File: src/rtl/capture_cfg_pkg.sv
// Shared types and default constants for the capture configuration scheduler.
package capture_cfg_pkg;

  localparam int unsigned DEF_DATA_W         = 32;
  localparam int unsigned DEF_SETTLE_CYCLES  = 4;
  localparam int unsigned DEF_TIMEOUT_CYCLES = 1024;

  localparam int unsigned TMR_W     = 16;
  localparam int unsigned COMMIT_W  = 16;
  localparam int unsigned TO_CNT_W  = 8;

  typedef enum logic [1:0] {
    IDLE     = 2'd0,
    SETTLE   = 2'd1,
    WAIT_BND = 2'd2
  } state_e;

endpackage

File: src/rtl/capture_cfg_timer.sv
// Clear/enable up-counter with a terminal-count compare; shared by the settle
// and boundary-timeout phases of the scheduler.
module capture_cfg_timer
  import capture_cfg_pkg::*;
(
  input  logic             user_clk,
  input  logic             user_rst_n,
  input  logic             clr,
  input  logic             en,
  input  logic [TMR_W-1:0] term,
  output logic             tc_c
);

  logic [TMR_W-1:0] cnt_q;
  logic [TMR_W-1:0] cnt_d;

  always_comb begin
    cnt_d = cnt_q;
    if (clr) begin
      cnt_d = '0;
    end else if (en) begin
      cnt_d = cnt_q + TMR_W'(1);
    end
  end

  always_ff @(posedge user_clk) begin
    if (!user_rst_n) begin
      cnt_q <= '0;
    end else begin
      cnt_q <= cnt_d;
    end
  end

  assign tc_c = (cnt_q == term);

endmodule

File: src/rtl/capture_cfg_scheduler.sv
// Debounces a software configuration word and applies it to the capture
// datapath only on a frame boundary, or after a timeout if none arrives.
module capture_cfg_scheduler
  import capture_cfg_pkg::*;
#(
  parameter int unsigned          DATA_W         = DEF_DATA_W,
  parameter int unsigned          SETTLE_CYCLES  = DEF_SETTLE_CYCLES,
  parameter int unsigned          TIMEOUT_CYCLES = DEF_TIMEOUT_CYCLES,
  parameter logic [DATA_W-1:0]    RESET_CFG      = '0
) (
  input  logic                user_clk,
  input  logic                user_rst_n,
  input  logic [DATA_W-1:0]   sw_cfg,
  input  logic                frame_boundary,
  output logic [DATA_W-1:0]   cfg_active,
  output logic                cfg_update,
  output logic                busy,
  output logic [15:0]         commit_count,
  output logic [7:0]          timeout_count
);

  localparam logic [TMR_W-1:0] SETTLE_TERM  = TMR_W'(SETTLE_CYCLES - 1);
  localparam logic [TMR_W-1:0] TIMEOUT_TERM = TMR_W'(TIMEOUT_CYCLES - 1);

  state_e                state_q, state_d;
  logic [DATA_W-1:0]     cand_q, cand_d;
  logic [DATA_W-1:0]     cfg_active_q, cfg_active_d;
  logic                  cfg_update_q, cfg_update_d;
  logic                  busy_q, busy_d;
  logic [COMMIT_W-1:0]   commit_count_q, commit_count_d;
  logic [TO_CNT_W-1:0]   timeout_count_q, timeout_count_d;

  logic                  tmr_clr;
  logic                  tmr_en;
  logic [TMR_W-1:0]      tmr_term;
  logic                  tmr_tc_c;

  // One counter serves both phases; only the terminal value changes.
  assign tmr_term = (state_q == WAIT_BND) ? TIMEOUT_TERM : SETTLE_TERM;

  capture_cfg_timer u_timer (
    .user_clk   (user_clk),
    .user_rst_n (user_rst_n),
    .clr        (tmr_clr),
    .en         (tmr_en),
    .term       (tmr_term),
    .tc_c       (tmr_tc_c)
  );

  always_comb begin
    state_d         = state_q;
    cand_d          = cand_q;
    cfg_active_d    = cfg_active_q;
    cfg_update_d    = 1'b0;
    commit_count_d  = commit_count_q;
    timeout_count_d = timeout_count_q;
    tmr_clr         = 1'b0;
    tmr_en          = 1'b0;

    unique case (state_q)
      IDLE: begin
        if (sw_cfg != cfg_active_q) begin
          cand_d  = sw_cfg;
          tmr_clr = 1'b1;
          state_d = SETTLE;
        end
      end

      SETTLE: begin
        if (sw_cfg == cfg_active_q) begin
          tmr_clr = 1'b1;
          state_d = IDLE;
        end else if (sw_cfg != cand_q) begin
          cand_d  = sw_cfg;
          tmr_clr = 1'b1;
        end else if (tmr_tc_c) begin
          tmr_clr = 1'b1;
          state_d = WAIT_BND;
        end else begin
          tmr_en = 1'b1;
        end
      end

      WAIT_BND: begin
        // A changing word outranks both commit causes.
        if (sw_cfg != cand_q) begin
          cand_d  = sw_cfg;
          tmr_clr = 1'b1;
          state_d = SETTLE;
        end else if (frame_boundary || tmr_tc_c) begin
          cfg_active_d   = cand_q;
          cfg_update_d   = 1'b1;
          commit_count_d = commit_count_q + COMMIT_W'(1);
          if (!frame_boundary && (timeout_count_q != '1)) begin
            timeout_count_d = timeout_count_q + TO_CNT_W'(1);
          end
          tmr_clr = 1'b1;
          state_d = IDLE;
        end else begin
          tmr_en = 1'b1;
        end
      end

      default: begin
        tmr_clr = 1'b1;
        state_d = IDLE;
      end
    endcase

    busy_d = (state_d != IDLE);
  end

  always_ff @(posedge user_clk) begin
    if (!user_rst_n) begin
      state_q         <= IDLE;
      cand_q          <= RESET_CFG;
      cfg_active_q    <= RESET_CFG;
      cfg_update_q    <= 1'b0;
      busy_q          <= 1'b0;
      commit_count_q  <= '0;
      timeout_count_q <= '0;
    end else begin
      state_q         <= state_d;
      cand_q          <= cand_d;
      cfg_active_q    <= cfg_active_d;
      cfg_update_q    <= cfg_update_d;
      busy_q          <= busy_d;
      commit_count_q  <= commit_count_d;
      timeout_count_q <= timeout_count_d;
    end
  end

  assign cfg_active    = cfg_active_q;
  assign cfg_update    = cfg_update_q;
  assign busy          = busy_q;
  assign commit_count  = commit_count_q;
  assign timeout_count = timeout_count_q;

endmodule
File: config.mk
export PLATFORM = sky130hd
export DESIGN_NAME = capture_cfg_scheduler
export DESIGN_NICKNAME = d
export VERILOG_FILES = /design/src/rtl/capture_cfg_pkg.sv /design/src/rtl/capture_cfg_timer.sv /design/src/rtl/capture_cfg_scheduler.sv
export SDC_FILE = /design/constraint.sdc
export NUM_CORES = 1
export LEC_CHECK = 0
export BUFFER_PORTS_ARGS = -buffer_cell sky130_fd_sc_hd__buf_2
export CAP_MARGIN = 10
export CORE_MARGIN = 5
export CORE_UTILIZATION = 35
export DETAILED_ROUTE_END_ITERATION = 10
export HOLD_SLACK_MARGIN = 0.12
export PLACE_DENSITY = 0.58
export SYNTH_ARGS = -nofsm -noshare
export SYNTH_HDL_FRONTEND = slang
export SYNTH_SLANG_ARGS = --single-unit
File: constraint.sdc
create_clock -name user_clk -period 3.7 [get_ports user_clk]
set_input_delay 1.11 -clock user_clk [delete_from_list [all_inputs] [get_ports user_clk]]
set_output_delay 1.11 -clock user_clk [all_outputs]
set_load 0.02 [all_outputs]
==> flow_metrics.py <==
metrics = {
    "outcome": {
        "status": "finished clean",
    },
    "grt": {
        "antenna_found_initial": 0,
        "grt_max_degree": 90,
        "grt_pass1_wl_um": 21900,
        "grt_usage": 0.151,
        "grt_pass1_vias": 4193,
        "grt-ovfl-total": 0,
    },
    "placement": {
        "port_buffers": 92,
        "placed_cell_area_mm2": 0.00606,
        "dp_hpwl_um": 9820,
        "dpl_worst_slack_ns": 0.233,
        "gp_congestion": 0.884,
    },
    "critical_path": {
        "cp_data_arrival_time_ns": 3.34,
        "cp_cell_sequence": "buf_2 -> xnor2_1 -> nand4_1 -> nor4_1 -> nand2_1 -> o211ai_1 -> buf_12 -> mux2i_1 -> nor2b_1",
        "end_kind": "flip-flop",
        "crit_slowest_cell": "nor4_1",
        "cp_slowest_stage_delay_ns": 0.53,
        "worstPathRequired_ns": 3.94,
        "startpoint_type": "input pin",
        "crit_fanout": 32,
        "critPathBufInv": 2,
        "critPathTopFamily": "simple AND/OR/NAND/NOR gates",
        "path_class": "input pin to flip-flop",
    },
    "final_layout": {
        "area_growth_pct": 17.2,
        "fin_nets": 719,
        "multiInputGateArea_mm2": 0.00308,
        "fin_area_mm2": 0.00636,
        "drive_gt1_frac": 0.186,
        "utilization": 0.419,
        "nFillCells": 1535,
        "antenna_cells": 0,
        "seq_area_mm2": 0.00216,
    },
    "timing": {
        "slew_headroom": 0.498,
        "finalSetupTns_ns": 0,
        "fin_crit_sh": 0.838,
        "hold_viol_final": 0,
        "holdWs_ns": 0.479,
        "tightest_slew_ns": 0.753,
        "finalCriticalPeriod_ns": 3.10,
        "rsz0062_at_grt": "false",
        "setup_ws_ns": 0.599,
        "fmax_mhz": 322,
        "finClkSkew_ns": 0.00848,
        "final-setup-viol-count": 0,
        "finalMaxSlewViolations": 0,
    },
    "job": {
        "max-cap-violations": 0,
    },
    "min_path": {
        "hold_class": "flip-flop to flip-flop",
    },
    "floorplanning": {
        "start_util": 0.357,
        "fp-row-count": 45,
        "core_area_mm2": 0.0152,
        "ios": 93,
        "die_y_um": 135,
        "die_w_um": 135,
        "dieArea_mm2": 0.0181,
    },
    "logic_synthesis": {
        "ys_top_cells_by_count": "108 x dfxtp_1, 85 x nand2_1, 79 x xnor2_1",
        "ys_seq_area_frac": 0.398,
        "synthArstFlopShare": 0,
        "syn_area_mm2": 0.00543,
        "ys_top_cells_by_area": "dfxtp_1 40%, xnor2_1 13%, mux2i_1 6.3%",
        "yosysTopAreaCell": "dfxtp_1",
        "yosysTopAreaCellShare": 0.398,
        "synth_edf_count": 0,
        "ys_warn_count": 0,
        "synthesis.nets": 635,
        "yosysMostFrequentCell": "dfxtp_1",
        "synth_ff_type": "dfxtp_1",
        "avgSynthCellArea_um2": 9.15,
        "synth.distinct_cells": 49,
        "ys_ff_latch": 108,
        "netlist_instances": 593,
    },
    "cts": {
        "holdBufCountCts": 0,
        "clockBufferDepth": 2,
        "post_cts_resized": 0,
        "clkLatencyLatePin_ns": 0.35,
        "ctsRootBufferMaster": "clkbuf_16",
        "cts_post_setup_buffers_inserted": 0,
        "clkTransAtPathRegs_ns": 0.07,
        "cts_made_buffers": 9,
        "cts_tree": "done",
        "clock-sinks": 108,
        "cts_htree_levels": 3,
    },
    "pwr": {
        "p_per_area_mw_per_mm2": 370,
        "ir_drop_mv": 0.317,
        "total_leakage_power_uw": 0.00232,
    },
    "detailed_routing": {
        "wl_um": 13600,
        "via_count": 4350,
        "drc_errors": 0,
        "avgRoutedWirePerCell_um": 15.6,
        "routed_via_density": 5.00,
        "drt_first_pass_iters": 5,
        "drt_iter0_markers": 241,
        "antenna_left": 0,
    },
}
cells in the final DEF, fill, tap and decap left out, types with 5 or more instances in the layout:
master,Yosys,final
nor4_1,7,7
ha_1,7,7
nor2_1,9,9
nor2b_1,33,33
inv_1,11,11
nand2_1,85,85
nor3_1,6,6
xnor2_1,79,79
or4_1,6,6
buf_2,6,92
o31ai_1,5,5
mux2i_1,34,34
a21boi_0,7,7
or3_1,12,12
o21ai_0,8,8
a21oi_1,14,14
and3_1,5,5
a21boi_1,26,26
nand4_1,29,29
clkbuf_16,0,9
and2_1,27,27
buf_4,4,8
xor2_1,9,9
nand3_1,13,13
dfxtp_1,108,108
per-layer routing:
| layer | GRT usage | share of wire | vias up |
|---|---|---|---|
| met4 | 0.0356 | 0.0084 | 0 |
| met3 | 0.0428 | 0.051 | 9 |
| met2 | 0.247 | 0.47 | 96 |
| met5 | 0 | 0 | - |
| li1 | - | - | 2202 |
| met1 | 0.199 | 0.47 | 2043 |
per-stage QoR:
stage / cells / power [µW]
6_report: 870 / 2350
5_1_grt: 870 / 2460
4_1_cts: 870 / 2400
3_5_place_dp: 854 / 1400
3_3_place_gp: 854 / 1390
2_1_floorplan: 593 / 1330
where the power goes:
group,switching (µW),internal [µW],leakage (µW),total [µW]
clock network,437,546,0.000146,984
logic,90.2,78.3,0.00130,169
registers,18.7,1180,0.000879,1200
total,546,1810,0.00232,2350
worst min-delay path: stages, from the launching register on:
cell and delay, ns:
dfxtp_1 0.33, nand2_1 0.06, a21boi_1 0.05
kinds of logic after synthesis:
group | Yosys count | synth area share
mux | 34 | 0.0627
fa+ha+maj | 7 | 0.0161
flops | 108 | 0.398
xor+xnor | 88 | 0.142
simple gates | 243 | 0.246
compound gates | 74 | 0.101
buf+inv | 39 | 0.0339
sequential cells by signal, summed over array words and instances, names as in the netlist:
signal / count
cand_q: 32
cfg_active: 32
commit_count: 16
u_timer.cnt_q: 16
timeout_count: 8
state_q: 2
busy: 1
cfg_update: 1
cell type report:
| type | count | area share |
|---|---|---|
| multi-input combinational | 446 | 0.484 |
| tap | 188 | 0.0370 |
| clock buffer | 11 | 0.0381 |
| inverter | 11 | 0.00649 |
| clock inverter | 5 | 0.00944 |
| timing repair buffer | 101 | 0.0849 |
| sequential | 108 | 0.340 |
worst paths after layout:
kind	from	to	slack (ns)	cells after the start
max reg2reg	state_q[0]	u_timer.cnt_q[0]	0.62	9
min	cand_q[24]	cfg_active[24]	0.48	2
min reg2reg	cand_q[24]	cfg_active[24]	0.48	2
max	sw_cfg[27]	cand_q[12]	0.60	9
Power figures use the tool's default switching activity.
